==> src/rtl/nfa_pkg.sv <==
// Shared definitions for the NFA payload engines: decoder class indices and CLASS_SEL packing helpers.
package nfa_pkg;

    localparam int CLS_W     = 6;
    localparam int MAX_PAT   = 32;
    localparam int SEL_MAX_W = MAX_PAT * CLS_W;

    // Bit positions on the shared char-decoder bus; letters are case-sensitive ranges.
    typedef enum int {
        CLS_SPACE   = 0,
        CLS_DOT     = 1,
        CLS_LPAREN  = 2,
        CLS_LOWER_A = 10,
        CLS_UPPER_A = 36,
        CLS_OTHER   = 63
    } char_class_e;

    function automatic int cls_idx_width(input int num_classes);
        return (num_classes <= 2) ? 1 : $clog2(num_classes);
    endfunction

    function automatic int char_to_class(input logic [7:0] ch);
        if (ch == 8'h20 || ch == 8'h09 || ch == 8'h0a || ch == 8'h0d) return CLS_SPACE;
        if (ch == 8'h2e) return CLS_DOT;
        if (ch == 8'h28) return CLS_LPAREN;
        if (ch >= 8'h61 && ch <= 8'h7a) return CLS_LOWER_A + int'(ch - 8'h61);
        if (ch >= 8'h41 && ch <= 8'h5a) return CLS_UPPER_A + int'(ch - 8'h41);
        return CLS_OTHER;
    endfunction

    // The pattern is a string literal; its first character lands in field 0.
    function automatic logic [SEL_MAX_W-1:0] pack_class_sel(input logic [8*MAX_PAT-1:0] pat,
                                                            input int len);
        logic [SEL_MAX_W-1:0] sel;
        sel = '0;
        for (int k = 0; k < len; k++) begin
            sel[k*CLS_W +: CLS_W] = CLS_W'(char_to_class(pat[8*(len-1-k) +: 8]));
        end
        return sel;
    endfunction

endpackage

==> src/rtl/nfa_chain_state.sv <==
// One non-final chain state: class gate, optional zero-or-more loop and the state flop.
module nfa_chain_state
    import nfa_pkg::*;
#(
    parameter logic LOOP = 1'b0
) (
    input  logic clk,
    input  logic rst_n,
    input  logic sod,
    input  logic en,
    input  logic cls,
    input  logic entry,
    output logic entry_next
);

    logic state;
    logic state_eff;
    logic reach;

    // A coincident sod makes the byte see an empty chain.
    assign state_eff  = state & ~sod;
    assign reach      = LOOP ? (entry | state_eff) : entry;
    assign entry_next = LOOP ? (entry | state_eff) : state_eff;

    always_ff @(posedge clk or negedge rst_n) begin
        if (!rst_n) begin
            state <= 1'b0;
        end else if (en) begin
            state <= cls & reach;
        end else if (sod) begin
            state <= 1'b0;
        end
    end

endmodule

==> src/rtl/nfa_chain_engine.sv <==
// Linear NFA payload matcher with sticky match, hit count and byte offset.
// Optional NFA_MATCH_OFFSET_EN adds match_offset (index of the first hit byte).
module nfa_chain_engine
    import nfa_pkg::*;
#(
    parameter int                                NUM_STATES  = 40,
    parameter int                                NUM_CLASSES = 64,
    parameter int                                CLS_IDX_W   = 6,
    parameter logic [NUM_STATES*CLS_IDX_W-1:0]   CLASS_SEL   = '0,
    parameter logic [NUM_STATES-1:0]             LOOP_MASK   = '0,
    parameter bit                                ANCHORED    = 1'b0,
    parameter int                                OFF_W       = 16,
    parameter int                                CNT_W       = 8
) (
    input  logic                   clk,
    input  logic                   rst_n,
    input  logic                   sod,
    input  logic                   en,
    input  logic [NUM_CLASSES-1:0] char_class,
    output logic                   match,
    output logic                   match_pulse,
    output logic [CNT_W-1:0]       match_cnt,
    output logic [OFF_W-1:0]       byte_off
`ifdef NFA_MATCH_OFFSET_EN
    ,
    output logic [OFF_W-1:0]       match_offset
`endif
);

    localparam logic [CNT_W-1:0] CNT_MAX = '1;
    localparam logic [OFF_W-1:0] OFF_MAX = '1;

    logic [NUM_STATES-1:0] cls;
    logic [NUM_STATES-1:0] entry;
    logic                  hit;
    logic                  match_eff;
    logic [CNT_W-1:0]      cnt_eff;
    logic [OFF_W-1:0]      off_eff;

    for (genvar k = 0; k < NUM_STATES; k++) begin : g_cls
        assign cls[k] = char_class[CLASS_SEL[k*CLS_IDX_W +: CLS_IDX_W]];
    end

    assign entry[0] = ANCHORED ? (en & (sod | (byte_off == '0))) : 1'b1;

    for (genvar k = 0; k < NUM_STATES - 1; k++) begin : g_state
        nfa_chain_state #(
            .LOOP (LOOP_MASK[k])
        ) u_state (
            .clk        (clk),
            .rst_n      (rst_n),
            .sod        (sod),
            .en         (en),
            .cls        (cls[k]),
            .entry      (entry[k]),
            .entry_next (entry[k+1])
        );
    end

    // The final state only needs storage when it can repeat.
    if (LOOP_MASK[NUM_STATES-1]) begin : g_last_loop
        logic s_last;
        logic reach;
        assign reach = entry[NUM_STATES-1] | (s_last & ~sod);
        assign hit   = en & cls[NUM_STATES-1] & reach;
        always_ff @(posedge clk or negedge rst_n) begin
            if (!rst_n) begin
                s_last <= 1'b0;
            end else if (en) begin
                s_last <= cls[NUM_STATES-1] & reach;
            end else if (sod) begin
                s_last <= 1'b0;
            end
        end
    end else begin : g_last_plain
        assign hit = en & cls[NUM_STATES-1] & entry[NUM_STATES-1];
    end

    assign match_eff = match & ~sod;
    assign cnt_eff   = sod ? '0 : match_cnt;
    assign off_eff   = sod ? '0 : byte_off;

    always_ff @(posedge clk or negedge rst_n) begin
        if (!rst_n) begin
            match       <= 1'b0;
            match_pulse <= 1'b0;
            match_cnt   <= '0;
            byte_off    <= '0;
        end else if (en) begin
            match_pulse <= hit;
            match       <= match_eff | hit;
            match_cnt   <= (hit && cnt_eff != CNT_MAX) ? cnt_eff + 1'b1 : cnt_eff;
            byte_off    <= (off_eff == OFF_MAX) ? off_eff : off_eff + 1'b1;
        end else begin
            match_pulse <= 1'b0;
            if (sod) begin
                match     <= 1'b0;
                match_cnt <= '0;
                byte_off  <= '0;
            end
        end
    end

`ifdef NFA_MATCH_OFFSET_EN
    always_ff @(posedge clk or negedge rst_n) begin
        if (!rst_n) begin
            match_offset <= '0;
        end else if (en) begin
            match_offset <= (hit && !match_eff) ? off_eff : (sod ? '0 : match_offset);
        end else if (sod) begin
            match_offset <= '0;
        end
    end
`endif

endmodule

==> config.mk <==
export PLATFORM = sky130hd
export DESIGN_NAME = nfa_chain_engine
export DESIGN_NICKNAME = d
export VERILOG_FILES = /design/src/rtl/nfa_pkg.sv /design/src/rtl/nfa_chain_state.sv /design/src/rtl/nfa_chain_engine.sv
export SDC_FILE = /design/constraint.sdc
export NUM_CORES = 1
export LEC_CHECK = 0
export CAP_MARGIN = 15
export CORE_ASPECT_RATIO = 0.8
export CORE_UTILIZATION = 41
export DETAILED_ROUTE_END_ITERATION = 7
export PLACE_DENSITY = 0.68
export SYNTH_ARGS = -nofsm -noshare
export SYNTH_HDL_FRONTEND = slang
export SYNTH_HIERARCHICAL = 1
export SYNTH_SLANG_ARGS = --single-unit
export TNS_END_PERCENT = 30
==> constraint.sdc <==
create_clock -name clk -period 5.6 [get_ports clk]
set_clock_uncertainty 0.15 [all_clocks]
set_input_delay 0.56 -clock clk [delete_from_list [all_inputs] [get_ports clk]]
set_output_delay 0.56 -clock clk [all_outputs]
set_load 0.005 [all_outputs]
==> results of run 1 <==
final cells by class:
cell class | count | area (µm²)
Fill cell | 838 | 4303
Multi-Input combinational cell | 232 | 1843
Tap cell | 112 | 140.1
Clock inverter | 3 | 17.52
Inverter | 42 | 157.7
Sequential cell | 65 | 1627
Timing Repair Buffer | 35 | 325.3
Clock buffer | 12 | 145.1
cell usage after synthesis (2+ instances only):
library cell and count:
dfrtp_1 65, nand3_1 46, inv_1 42, nand2b_4 39, o21ai_2 39, nor2b_1 14, nand2_1 11, xnor2_1 8
nor2_1 7, a21oi_1 6, and3_1 5, clkbuf_1 5, nand4_1 5, mux2_2 4, nor4_1 4, o21ai_1 4
mux2_1 3, mux2i_1 3, nor3_1 3, a31oi_1 2, ha_1 2, nand2b_1 2, o2111ai_1 2, o311ai_0 2
o41ai_1 2, or3_1 2, or4_1 2
sequential cells by signal, summed over array words and instances, names as in the netlist:
register,count
g_state.u_state/state,39
match_pulse,1
byte_off,16
match_cnt,8
match,1
cells by family after synthesis:
group / Yosys count
flops: 65
compound gates: 64
simple gates: 147
other cells: 1
xor+xnor: 8
mux: 10
fa+ha+maj: 2
buf+inv: 48
worst register-to-register path, stage by stage (launching register included):
cell and delay, ns:
dfrtp_1 0.39, nor2b_1 0.24, ha_1 0.23, nand2_1 0.11, or4_1 0.67, o2111ai_1 0.30, mux2_1 0.34
power by group through the flow:
stage | registers, mW | clock network [mW] | logic, mW
finish | 0.475 | 0.340 | 0.0634
global route | 0.475 | 0.377 | 0.0704
CTS | 0.475 | 0.356 | 0.0655
detailed placement | 0.484 | 0 | 0.0652
global placement | 0.484 | 0 | 0.0644
floorplan | 0.484 | 0 | 0.0227
worst min-delay path by stage:
stage	to	cells past startpoint	start
after floorplan	byte_off[0]	0	rst_n
after global placement	match	1	match
after detailed placement	match	1	match
after CTS	g_state[8].u_state/state	2	rst_n
after global routing	g_state[8].u_state/state	2	rst_n
final	g_state[3].u_state/state	2	rst_n
per-layer routing:
layer / vias to the layer above / wire length (µm)
met4: 0 / 56
met1: 1203 / 3177
met2: 42 / 2961
met3: 6 / 256
met5: - / 0
li1: 1275 / -
==> impl_summary.log, run 1 <==
INFO  metric globalRoute.totalOverflow = 0
INFO  metric irDropWorstVdd = 0.1228 mV
INFO  metric final_design_area_no_fill = 4255 µm²
INFO  metric gate_count_of_the_mapped_netlist = 345
INFO  metric dp_cells = between 400 and 500
INFO  metric global_route_wire_length_before_repair = 11,720 µm
INFO  metric finalSetupTns = 0 ns
INFO  metric gp_congestion = 0.7893
INFO  metric layout.cells.non_filler = between 500 and 600
INFO  metric cts_sinks = 65
INFO  metric crit_family = simple AND/OR/NAND/NOR gates
INFO  metric yosys.area_share.xor_xnor = 0.01919
INFO  metric crit_chain = nor2b_1 > ha_1 > nand2_1 > or4_1 > o2111ai_1 > mux2_1
INFO  metric mostFrequentLayoutCells = dfrtp_1, nand3_1, inv_1, nand2b_4, o21ai_2
INFO  metric postLayoutSetupSlackWorst = 3.052 ns
INFO  metric area.growth.synth_to_final = 16.55%
INFO  metric first_global_vias = between 2,000 and 2,500
INFO  metric syn_nets = 415
INFO  metric worst-r2r-setup-slack = 3.05 ns
INFO  metric setup_viol = 0
INFO  metric finalMaxSlewViolations = 0
INFO  metric rr_endpoint = byte_off[13]
INFO  metric grt_antenna_before_repair = 0
INFO  metric pin_count_of_the_biggest_net_entering_global_routing = between 60 and 70
INFO  metric worstHoldPathType = in2async
INFO  metric netlist.top_cell.by_area = dfrtp_1
INFO  metric numCtsBuffers = 9
INFO  metric synth-seq-cells = 65
INFO  metric power.static_leakage = between 2 and 2.5 nW
INFO  metric clockPowerShare = 0.387
INFO  metric post_synth_mux_area_share = 0.02981
INFO  metric clock_insertion_delay_worst_skew = 0.34 ns
INFO  metric num_antenna_cells = 0
INFO  metric grt_usage = 0.1608
INFO  metric yosysWarningCount = 6
INFO  metric layout_cell_share_with_drive_strength_beyond_1 = 0.2725
INFO  metric result_of_the_run = complete, no violations
INFO  metric detail_route.vias_per_cell = 5.042
INFO  metric cts.clk_slew.worst_paths = 0.07 ns
INFO  metric syn_avg_cell_area = 10.58 µm²
INFO  metric drv_cap = 0
INFO  metric drc = 0
INFO  metric portBuffers = 30
INFO  metric crit_slowest_cell = or4_1
INFO  metric drt.antenna.violating_nets = 0
INFO  metric tritoncts = built
INFO  metric synth-async-reset-ratio = 1.000
INFO  metric layout.nets = 455
INFO  metric synth_top_family_by_area = simple AND/OR/NAND/NOR gates
INFO  metric detailedRoute.firstIterationViolations = 130
INFO  metric setup.worst_path.start_class = register
INFO  metric cts_max_path_buffers = 2
INFO  metric hpwl = 4059 µm
INFO  metric synthSimpleGateAreaFrac = 0.3081
INFO  metric crit_start = byte_off[0]
INFO  metric timing.hold.ws = roughly 0.25 ns
INFO  metric relSlewSlack = 0.4403
INFO  metric fp.dieH = just under 90 µm
INFO  metric fmaxAchievable = 392.5 MHz
INFO  metric dominant_cells_by_area_after_synthesis = dfrtp_1, nand2b_4, o21ai_2
INFO  metric pre_cts_slack = ~2.7 ns
INFO  metric slowest_stage_delay_cp = 0.67 ns
INFO  metric net-switching-power = 0.2128 mW
INFO  metric wl_per_cell = around 13 µm
INFO  metric use_met1 = 0.2094
INFO  metric netlist.area_leader.share = 0.4455
INFO  metric synthAdderAreaFrac = 0.006854
INFO  metric synth_edf_count = 0
INFO  metric sequential_fraction_of_the_synthesis_area = 0.4455
INFO  metric post_cts.repair.setup_buffers = 0
INFO  metric pwr-share-comb = 0.072
INFO  metric start_util = 0.4266
INFO  metric cts_hold_buffers = 0
INFO  metric finalWorstPathRequiredPeriod = around 2.5 ns
INFO  metric worstSetupPathType = reg2reg
INFO  metric final.period_utilization = 0.4550
INFO  metric endpoint_kind = register
INFO  metric routing_layer_with_the_top_usage_in_global_route = met2
INFO  metric placementRows = 30
INFO  metric power.switching_fraction = 0.2420
INFO  metric gr-usage-met3 = 0.05714
INFO  metric reg2regPathDepth = 6
INFO  metric h-tree-depth = 3
INFO  metric gr-usage-met2 = 0.2552
INFO  metric utilization = 0.4972
INFO  metric powerDensity = 206.6 nW/µm²
INFO  metric timing.critical_path.depth = 6
INFO  metric worstSetupEndpoint = byte_off[13]
INFO  metric timing.rr.start = byte_off[0]
INFO  metric unrepaired_setup_endpoints_after_global_routing = no
INFO  metric compound_gate_fraction_of_synth_area = 0.1398
INFO  metric route.vias.total = 2,526
INFO  metric dieArea = 9289 µm²
INFO  metric floorplan.core_area = approximately 8600 µm²
INFO  metric drt_pass1_iterations = 4
INFO  metric critPathArrivalTime = 2.62 ns
INFO  metric worstMarginPinSlew = approximately 0.84 ns
INFO  metric placed_area = ~4100 µm²
INFO  metric p_int = 0.6664 mW
INFO  metric cts_root_buffer = clkbuf_8
INFO  metric ctsResizeCount = 0
INFO  metric finalPower = between 0.8 and 0.9 mW
INFO  metric drt_wl_total = 6450 µm
INFO  metric synth_top_flop_cell = dfrtp_1
INFO  metric cp_max_fo = 10
INFO  metric synthDistinctLibCells = 43
INFO  metric power_frac_seq = 0.541
INFO  metric pin_count = 94
INFO  metric syn_std_cell_area = 3651 µm²
INFO  metric cp.buffers_inverters = 0
INFO  metric critical_path_required = 5.67 ns
INFO  metric finalHoldViolations = 0
INFO  metric die_x = between 100 and 150 µm
INFO  metric mostFrequentLayoutCell = dfrtp_1
No activity file was read; power rests on OpenSTA's default activity.
==> inputs of run 2 (changes only) <==
Clock period 5.6 ns to 2.5 ns, I/O delays scaled along.
==> impl_summary.log, run 2 (same netlist as run 1, synthesis figures left out) <==
INFO  metric pre_cts_slack = 0.04999 ns (-2.678 ns)
INFO  metric layout.filler_cells = 801 (-4.4%)
INFO  metric globalRoute.totalOverflow = 0 (unchanged)
INFO  metric largest_reg_flops = 39 (unchanged)
INFO  metric drc = 0 (unchanged)
INFO  metric finalWorstPathRequiredPeriod = 2.330 ns (-0.2178 ns)
INFO  metric critPathArrivalTime = 2.40 ns (-0.22 ns)
INFO  metric placementRows = 30 (unchanged)
INFO  metric critical_path_required = 2.57 ns (-3.10 ns)
INFO  metric cts_sinks = 65 (unchanged)
INFO  metric detailedRoute.firstIterationViolations = 121 (-6.9%)
INFO  metric final.period_utilization = 0.9321 (+0.4771)
INFO  metric dieArea = 9289 µm² (unchanged)
INFO  metric relSlewSlack = 0.5402 (+0.09993)
INFO  metric floorplan.core_area = 8558 µm² (unchanged)
INFO  metric finalSetupTns = 0 ns (unchanged)
INFO  metric worstHoldPathType = in2reg
INFO  metric endpoint_kind = register
INFO  metric drv_cap = 0 (unchanged)
INFO  metric worstMarginPinSlew = 0.6834 ns (-0.1562 ns)
INFO  metric mostFrequentLayoutCell = dfrtp_1
INFO  metric layout.cells.non_filler = 515 (+2.8%)
INFO  metric drt_wl_total = 6663 µm (+3.3%)
INFO  metric cp_max_fo = 10 (unchanged)
INFO  metric irDropWorstVdd = 0.2292 mV (+87%)
INFO  metric route.vias.total = 2,516 (-0.40%)
INFO  metric portBuffers = 30 (unchanged)
INFO  metric pin_count_of_the_biggest_net_entering_global_routing = 40 (-39%)
INFO  metric powerDensity = 461.9 nW/µm² (+120%)
INFO  metric result_of_the_run = complete, no violations
INFO  metric numCtsBuffers = 9 (unchanged)
INFO  metric mostFrequentLayoutCells = dfrtp_1, nand3_1, inv_1, nand2b_4, o21ai_2
INFO  metric unrepaired_setup_endpoints_after_global_routing = no
INFO  metric power.static_leakage = 2.277 nW (+3.4%)
INFO  metric gp_congestion = 0.7649 (-3.1%)
INFO  metric cts_max_path_buffers = 2 (unchanged)
INFO  metric top_register = g_state.u_state/state
INFO  metric first_global_vias = 2,479 (-0.56%)
INFO  metric setup_viol = 0 (unchanged)
INFO  metric drt.antenna.violating_nets = 0 (unchanged)
INFO  metric drt_pass1_iterations = 4 (unchanged)
INFO  metric fmaxAchievable = 429.2 MHz (+9.3%)
INFO  metric pwr-share-comb = 0.077 (+0.005)
INFO  metric finalMaxSlewViolations = 0 (unchanged)
INFO  metric cts_root_buffer = clkbuf_8
INFO  metric clockPowerShare = 0.398 (+0.011)
INFO  metric h-tree-depth = 3 (unchanged)
INFO  metric reg.largest.list = g_state.u_state/state x39, byte_off x16, match_cnt x8
INFO  metric postLayoutSetupSlackWorst = 0.1698 ns (-2.882 ns)
INFO  metric start_util = 0.4266 (unchanged)
INFO  metric global_route_wire_length_before_repair = 11,730 µm (+0.12%)
INFO  metric wl_per_cell = 12.94 µm (+0.49%)
INFO  metric cts.clk_slew.worst_paths = 0.07 ns (about the same)
INFO  metric worstSetupPathType = reg2reg
INFO  metric fp.dieH = 86.41 µm (unchanged)
INFO  metric net-switching-power = 0.4885 mW (+130%)
INFO  metric layout.nets = 467 (+2.6%)
INFO  metric tritoncts = built
INFO  metric hpwl = 4431 µm (+9.2%)
INFO  metric die_x = 107.5 µm (unchanged)
INFO  metric finalHoldViolations = 0 (unchanged)
INFO  metric clock_insertion_delay_worst_skew = 0.34 ns (about the same)
INFO  metric detail_route.vias_per_cell = 4.885 (-3.1%)
INFO  metric pin_count = 94 (unchanged)
INFO  metric layout_cell_share_with_drive_strength_beyond_1 = 0.2960 (+0.02353)
INFO  metric power.switching_fraction = 0.2415 (-0.0004721)
INFO  metric grt_antenna_before_repair = 0 (unchanged)
INFO  metric dp_cells = 497 (+2.3%)
INFO  metric p_int = 1.534 mW (+130%)
INFO  metric area.growth.synth_to_final = 19.91%
INFO  metric timing.hold.ws = 0.09892 ns (-0.1484 ns)
INFO  metric power_frac_seq = 0.526 (-0.015)
INFO  metric setup.worst_path.start_class = register
INFO  metric grt_usage = 0.1624 (+0.001583)
[run 2: through the flow]
step	cell area, µm²	total power, mW	util
floorplan	3651	1.135	-
global placement	4188	1.239	0.4893
detailed placement	4188	1.241	0.4893
CTS	4372	2.062	0.5108
global route	4375	2.119	0.5113
finish	4378	2.022	0.5116
[run 2: path summary, 6_finish.rpt]
kind / slack, ns / cells after the start / from / endpoint
max: 0.17 / 6 / byte_off[1] / byte_off[13]
min: 0.1 / 2 / en / g_state[30].u_state/state
max reg2reg: 0.17 / 6 / byte_off[1] / byte_off[13]
min reg2reg: 0.33 / 1 / byte_off[11] / byte_off[11]
max in group asynchronous: 1.23 / 3 / rst_n / g_state[32].u_state/state
min in group asynchronous: 0.27 / 2 / rst_n / g_state[5].u_state/state
[run 2: layout make-up]
class / instances / area (µm²) / share of cell area
inverter: 42 / 157.7 / 0.03601
tap: 112 / 140.1 / 0.03201
antenna: 1 / 2.502 / 0.0005716
timing repair buffer: 47 / 430.4 / 0.09831
clock buffer: 13 / 158.9 / 0.03630
clock inverter: 3 / 15.01 / 0.003430
multi-input combinational: 232 / 1847 / 0.4218
sequential: 65 / 1627 / 0.3715
[run 2: timing repair]
item / in CTS / in global routing
hold buffers: 1 / 0
setup endpoints to repair: 0 / 4
endpoints found under the hold margin: 20 / 0
setup buffers: 0 / 0
gates resized for setup: 0 / 1
[run 2: critical path, stage by stage (launching register included)]
cell       delay (ns)
dfrtp_1          0.38
nor2b_1          0.22
ha_1             0.20
nand2_1          0.08
or4_4            0.57
o2111ai_1        0.27
mux2_1           0.34
[run 2: per-layer routing]
metal	up-vias	GRT usage	part of all wire
li1	1298	-	-
met1	1178	0.2222	0.52
met2	34	0.2442	0.44
met3	6	0.04812	0.033
met4	0	0.05853	0.0080
met5	-	0	0
[run 2: power by group through the flow]
| stage | Combinational, mW | Clock, mW | Sequential [mW] |
|---|---|---|---|
| 2_1_floorplan | 0.0510 | 0 | 1.08 |
| 3_3_place_gp | 0.156 | 0 | 1.08 |
| 3_5_place_dp | 0.158 | 0 | 1.08 |
| 4_1_cts | 0.159 | 0.840 | 1.06 |
| 5_1_grt | 0.171 | 0.884 | 1.06 |
| 6_report | 0.155 | 0.804 | 1.06 |
==> inputs of run 3 (changes only) <==
Settings changed: SKIP_CTS_REPAIR_TIMING set to 1.
==> results of run 3 <==
Final layout, timing and power as in run 2 (identical DEF).
==> RTL edit 1: new RTL, flow settings as in run 2 <==
Register the output `byte_off` once more; this adds one clock of latency there. The other outputs are not delayed to match.
--- a/src/rtl/nfa_chain_engine.sv
+++ b/src/rtl/nfa_chain_engine.sv
@@ -32,2 +32,4 @@
 
+    logic [OFF_W-1:0] byte_off_s0;
+
     logic [NUM_STATES-1:0] cls;
@@ -43,3 +45,3 @@
 
-    assign entry[0] = ANCHORED ? (en & (sod | (byte_off == '0))) : 1'b1;
+    assign entry[0] = ANCHORED ? (en & (sod | (byte_off_s0 == '0))) : 1'b1;
 
@@ -80,3 +82,3 @@
     assign cnt_eff   = sod ? '0 : match_cnt;
-    assign off_eff   = sod ? '0 : byte_off;
+    assign off_eff   = sod ? '0 : byte_off_s0;
 
@@ -87,3 +89,3 @@
             match_cnt   <= '0;
-            byte_off    <= '0;
+            byte_off_s0 <= '0;
         end else if (en) begin
@@ -92,3 +94,3 @@
             match_cnt   <= (hit && cnt_eff != CNT_MAX) ? cnt_eff + 1'b1 : cnt_eff;
-            byte_off    <= (off_eff == OFF_MAX) ? off_eff : off_eff + 1'b1;
+            byte_off_s0 <= (off_eff == OFF_MAX) ? off_eff : off_eff + 1'b1;
         end else begin
@@ -98,3 +100,3 @@
                 match_cnt <= '0;
-                byte_off  <= '0;
+                byte_off_s0 <= '0;
             end
@@ -115,2 +117,6 @@
 
+    always_ff @(posedge clk) begin
+        byte_off <= byte_off_s0;
+    end
+
 endmodule
Behaviour: not the same (a bounded check fails within 4 cycles, from zero or initial values and one cycle with rst_n low).
==> RTL edit 1 against run 2 <==
Critical path type unchanged; cell count is 2.7% higher; first-iteration DRC count is 45% higher; design area is 11% higher; synthesized cell count grew 4.6%; critical endpoint is now byte_off_s0[1]$_DFF_PN0_; global-route usage is essentially flat; the run now ends with DRC left; highest routed layer unchanged; sequential cell count is 16 higher; routed wire length grew 9.0%; power rose by 48%; synthesized area grew 8.8%; worst setup slack improved by 0.042 ns.
==> RTL edit 1: results (changes against run 2) <==
[place]
numPortBuffers = 30  ; unchanged
pre_cts_ws_ns = 0.05388  ; +0.003899 ns
place_hpwl_um = 4527  ; +2.2%
placedCellCount = 512  ; +3.0%
gp_congestion = 0.8270  ; +8.1%
postPlaceCellArea_um2 = 4494  ; +7.3%

[sta]
relSlewSlack = 0.3531  ; -0.1871
layout_min_cycle_time_ns = 2.288  ; -0.04168 ns

[setup_path]
r2r-start = byte_off_s0[1]$_DFF_PN0_
ff2ff_path_depth = 6  ; unchanged
crit_family = simple AND/OR/NAND/NOR gates
r2r_slack_ns = 0.21  ; +0.04 ns
path_max_fanout = 7  ; -3
r2r-end = byte_off_s0[1]$_DFF_PN0_
max_stage_delay_ns = 0.55  ; -0.02 ns
critPathArrivalTime_ns = 2.36  ; -0.04 ns
slowest_stage = or4_4

[synth]
synth_top_area_share = 0.4096  ; -0.03593
synthTopCellsByArea = dfrtp_1 (41%), nand2b_4 (14%), o21ai_2 (8.6%)
netlist_top_cells_count = dfrtp_1 (65), nand3_1 (46), inv_1 (42), nand2b_4 (39), o21ai_2 (39)
synth_nets = 431  ; +3.9%
synthArstFlopShare = 0.8025  ; -0.1975
syn_area_per_cell_um2 = 11.00  ; +4.0%
seq_area_frac_synth = 0.4902  ; +0.04472
synth_cell_types = 44  ; +2.3%

[layout]
top_regs = g_state.u_state/state (39), byte_off (16), byte_off_s0 (16)
fillerInstances = 810  ; +1.1%
fin_nets = 479  ; +2.6%
diodes = 0  ; -1
drive_above_1_share = 0.2850  ; -0.01100
instances_no_fill = 529  ; +2.7%

[global_route]
grt.total_usage = 0.1621  ; -0.0002650
grtUsageMet1 = 0.2176  ; -0.004608
met3_usage = 0.04316  ; -0.004965
grtUsageMet2 = 0.2443  ; about the same
grt_pass1_wl_um = 12880  ; +9.8%
grt_max_degree = 79  ; +98%

[cts]
cts-buffers-inserted = 9  ; unchanged
cts_root_buf = clkbuf_16
h-tree-depth = 3  ; unchanged
clockBufferDepth = 2  ; unchanged
clock_latency_ns = 0.34  ; about the same

[drt]
drtIter0Drc = 176  ; +45%
top_layer_used = met4
met1_length_um = 3661  ; +5.4%
detail_route.wl_per_cell_um = 13.73  ; +6.1%
met3_length_um = 242  ; +10%
viasPerCell = 5.055  ; +3.5%
drc = 1  ; +1
firstDrtPassIters = 6  ; +2
wl_met2_um = 3247  ; +11%

[pwr]
p_leak_nw = 2.464  ; +8.2%
intPower_mw = 2.386  ; +56%
peakVddDrop_v = 0.0003834  ; +67%

[outcome]
violations = DRC
outcome = finished, violations left

RTL edit 1: cell types whose count changed after synthesis:
cell,before,now
dfxtp_1,0,16
RTL edit 1: worst min path at each step:
stage                from                                    end  slack [ns]  depth (start not counted)
global route          sod               byte_off_s0[0]$_DFF_PN0_        0.20                          3
CTS                    en               byte_off_s0[2]$_DFF_PN0_        0.16                          4
detailed placement  rst_n  g_state[28].u_state/state$_DFFE_PN0P_        0.15                          2
finish                 en               byte_off_s0[2]$_DFF_PN0_        0.17                          4
global placement    rst_n  g_state[28].u_state/state$_DFFE_PN0P_        0.15                          2
floorplan           rst_n               byte_off_s0[0]$_DFF_PN0_       -0.20                          0
RTL edit 1: cells by family (layout without fill, tap and decap cells):
group	Yosys count	count (layout)	synth area share
mux	10	10	0.02741
buf+inv	48	101	0.04568
fa+ha+maj	2	2	0.006300
simple gates	147	147	0.2832
compound gates	64	64	0.1285
other cells	1	1	0.0009443
flops	81	81	0.4902
xor+xnor	8	8	0.01764
RTL edit 1: power by group through the flow:
stage               clock, mW  sequential (mW)  combinational, mW
floorplan                   0             1.35             0.0510
global placement            0             1.35              0.155
detailed placement          0             1.35              0.158
CTS                      1.56             1.33              0.159
global route             1.61             1.33              0.172
finish                   1.52             1.33              0.156
RTL edit 1: layout make-up:
cell class / count / area, um^2 / share of cell area
Timing Repair Buffer: 43 / 412.9 / 0.08499
Clock inverter: 5 / 102.6 / 0.02112
Tap cell: 115 / 143.9 / 0.02962
Multi-Input combinational cell: 232 / 1852 / 0.3811
Inverter: 42 / 157.7 / 0.03245
Clock buffer: 11 / 242.7 / 0.04996
Sequential cell: 81 / 1947 / 0.4007
RTL edit 1: timing repair:
item	in CTS	in global routing
setup endpoints to repair	0	7
gates resized for setup	0	3
hold buffers	1	0
hold endpoints to repair	65	0
==> RTL edit 2: new RTL, settings of run 2 <==
Made on the original files. Set the parameter `ANCHORED` to 1'b1 (it was 1'b0).
--- a/src/rtl/nfa_chain_engine.sv
+++ b/src/rtl/nfa_chain_engine.sv
@@ -10,3 +10,3 @@
     parameter logic [NUM_STATES-1:0]             LOOP_MASK   = '0,
-    parameter bit                                ANCHORED    = 1'b0,
+    parameter bit                                ANCHORED    = 1'b1,
     parameter int                                OFF_W       = 16,
Check against the original RTL: no difference found for any inputs over 10 cycles, from zero or initial values and one cycle with rst_n low; that may be too few to reach the edited logic, so the function may still have changed.
==> RTL edit 2 against run 2 <==
Routed wire length is 7.4% higher; power up 16%; worst setup slack gained 0.073 ns; via count is 7.2% higher; design area grew 3.1%; utilization grew 0.89 points; sequential cell count unchanged; largest cell class unchanged; synthesized area up 2.6%; highest routed layer unchanged.
==> RTL edit 2: results (changes against run 2) <==
[outcome]
outcome = finished clean

[setup_path]
max_stage_delay_ns = 0.52  ; -0.05 ns
critPathArrivalTime_ns = 2.32  ; -0.08 ns

[layout]
buf_share = 0.08373  ; -0.01459
fillerInstances = 797  ; -0.50%
clock_buffers = 12  ; -1
seq_share = 0.3604  ; -0.01112
diodes = 0  ; -1
buffers = 40  ; -15%
drive_above_1_share = 0.2770  ; -0.01906
multiInputGateArea_um2 = 1941  ; +5.1%
inverters_excl_clock = 43  ; +2.4%

[min_path]
min_path_type = in2async

[synth]
syn_area_per_cell_um2 = 10.50  ; -0.81%
synthTopCellsByArea = dfrtp_1 (43%), nand2b_4 (14%), o21ai_2 (9.1%)
synthAdderAreaFrac = 0.006678  ; -0.0001762
synth_compound_area_frac = 0.1359  ; -0.003929
synth_mux_area_frac = 0.02638  ; -0.003438
synth_nets = 427  ; +2.9%

[drt]
route.vias.total = 2696  ; +7.2%
drtIter0Drc = 117  ; -3.3%

[cts]
cts_root_buf = clkbuf_16

[place]
pre_cts_ws_ns = 0.1990  ; +0.1491 ns
placedCellCount = 503  ; +1.2%

[pwr]
peakVddDrop_v = 0.0002623  ; +14%

[global_route]
grt_pass1_vias = 2605  ; +5.1%

==> RTL edit 2: cell count changes in the layout (fill, tap and decap cells not counted), moves of 4 or more <==
cell / delta
clkbuf_8: -11
clkbuf_16: +9
buf_4: -7
nor2_1: +4
nor4_1: +4
o21ai_1: -4
==> RTL edit 2: routing by layer <==
layer	global-route usage	share of wire	vias up
li1	-	-	1348
met3	0.04488	0.048	7
met5	0	0	-
met4	0.06757	0.0082	0
met2	0.2550	0.47	52
met1	0.2344	0.48	1289
==> RTL edit 2: power breakdown <==
group	internal [mW]	leakage [nW]	switching, mW
combinational	0.0692	1.28	0.0965
sequential	1.06	0.905	0.00705
clock	0.672	0.127	0.440
total	1.80	2.31	0.544
==> RTL edit 2: kinds of logic after synthesis <==
group	after synthesis
simple gates	162
flops	65
compound gates	63
buf+inv	48
mux	9
xor+xnor	8
fa+ha+maj	2
==> RTL edit 2: worst paths after layout <==
kind                                       startpoint                                     to  slack, ns  cells past startpoint
worst max-delay path            byte_off[1]$_DFF_PN0_                  byte_off[9]$_DFF_PN0_       0.24                      6
worst min-delay path                            rst_n  g_state[22].u_state/state$_DFFE_PN0P_       0.17                      2
worst max register to register  byte_off[1]$_DFF_PN0_                  byte_off[9]$_DFF_PN0_       0.24                      6
worst min register to register      match$_DFFE_PN0P_                      match$_DFFE_PN0P_       0.33                      1
max in group asynchronous                       rst_n                  byte_off[8]$_DFF_PN0_       1.31                      3
min in group clk                                   en                  byte_off[5]$_DFF_PN0_       0.18                      3
==> RTL edit 2: per-stage QoR <==
stage	power, mW	instance area, um^2
5_1_grt	2.447	4513
6_report	2.345	4513
4_1_cts	2.383	4511
2_1_floorplan	1.146	3747
3_3_place_gp	1.252	4234
3_5_place_dp	1.252	4234
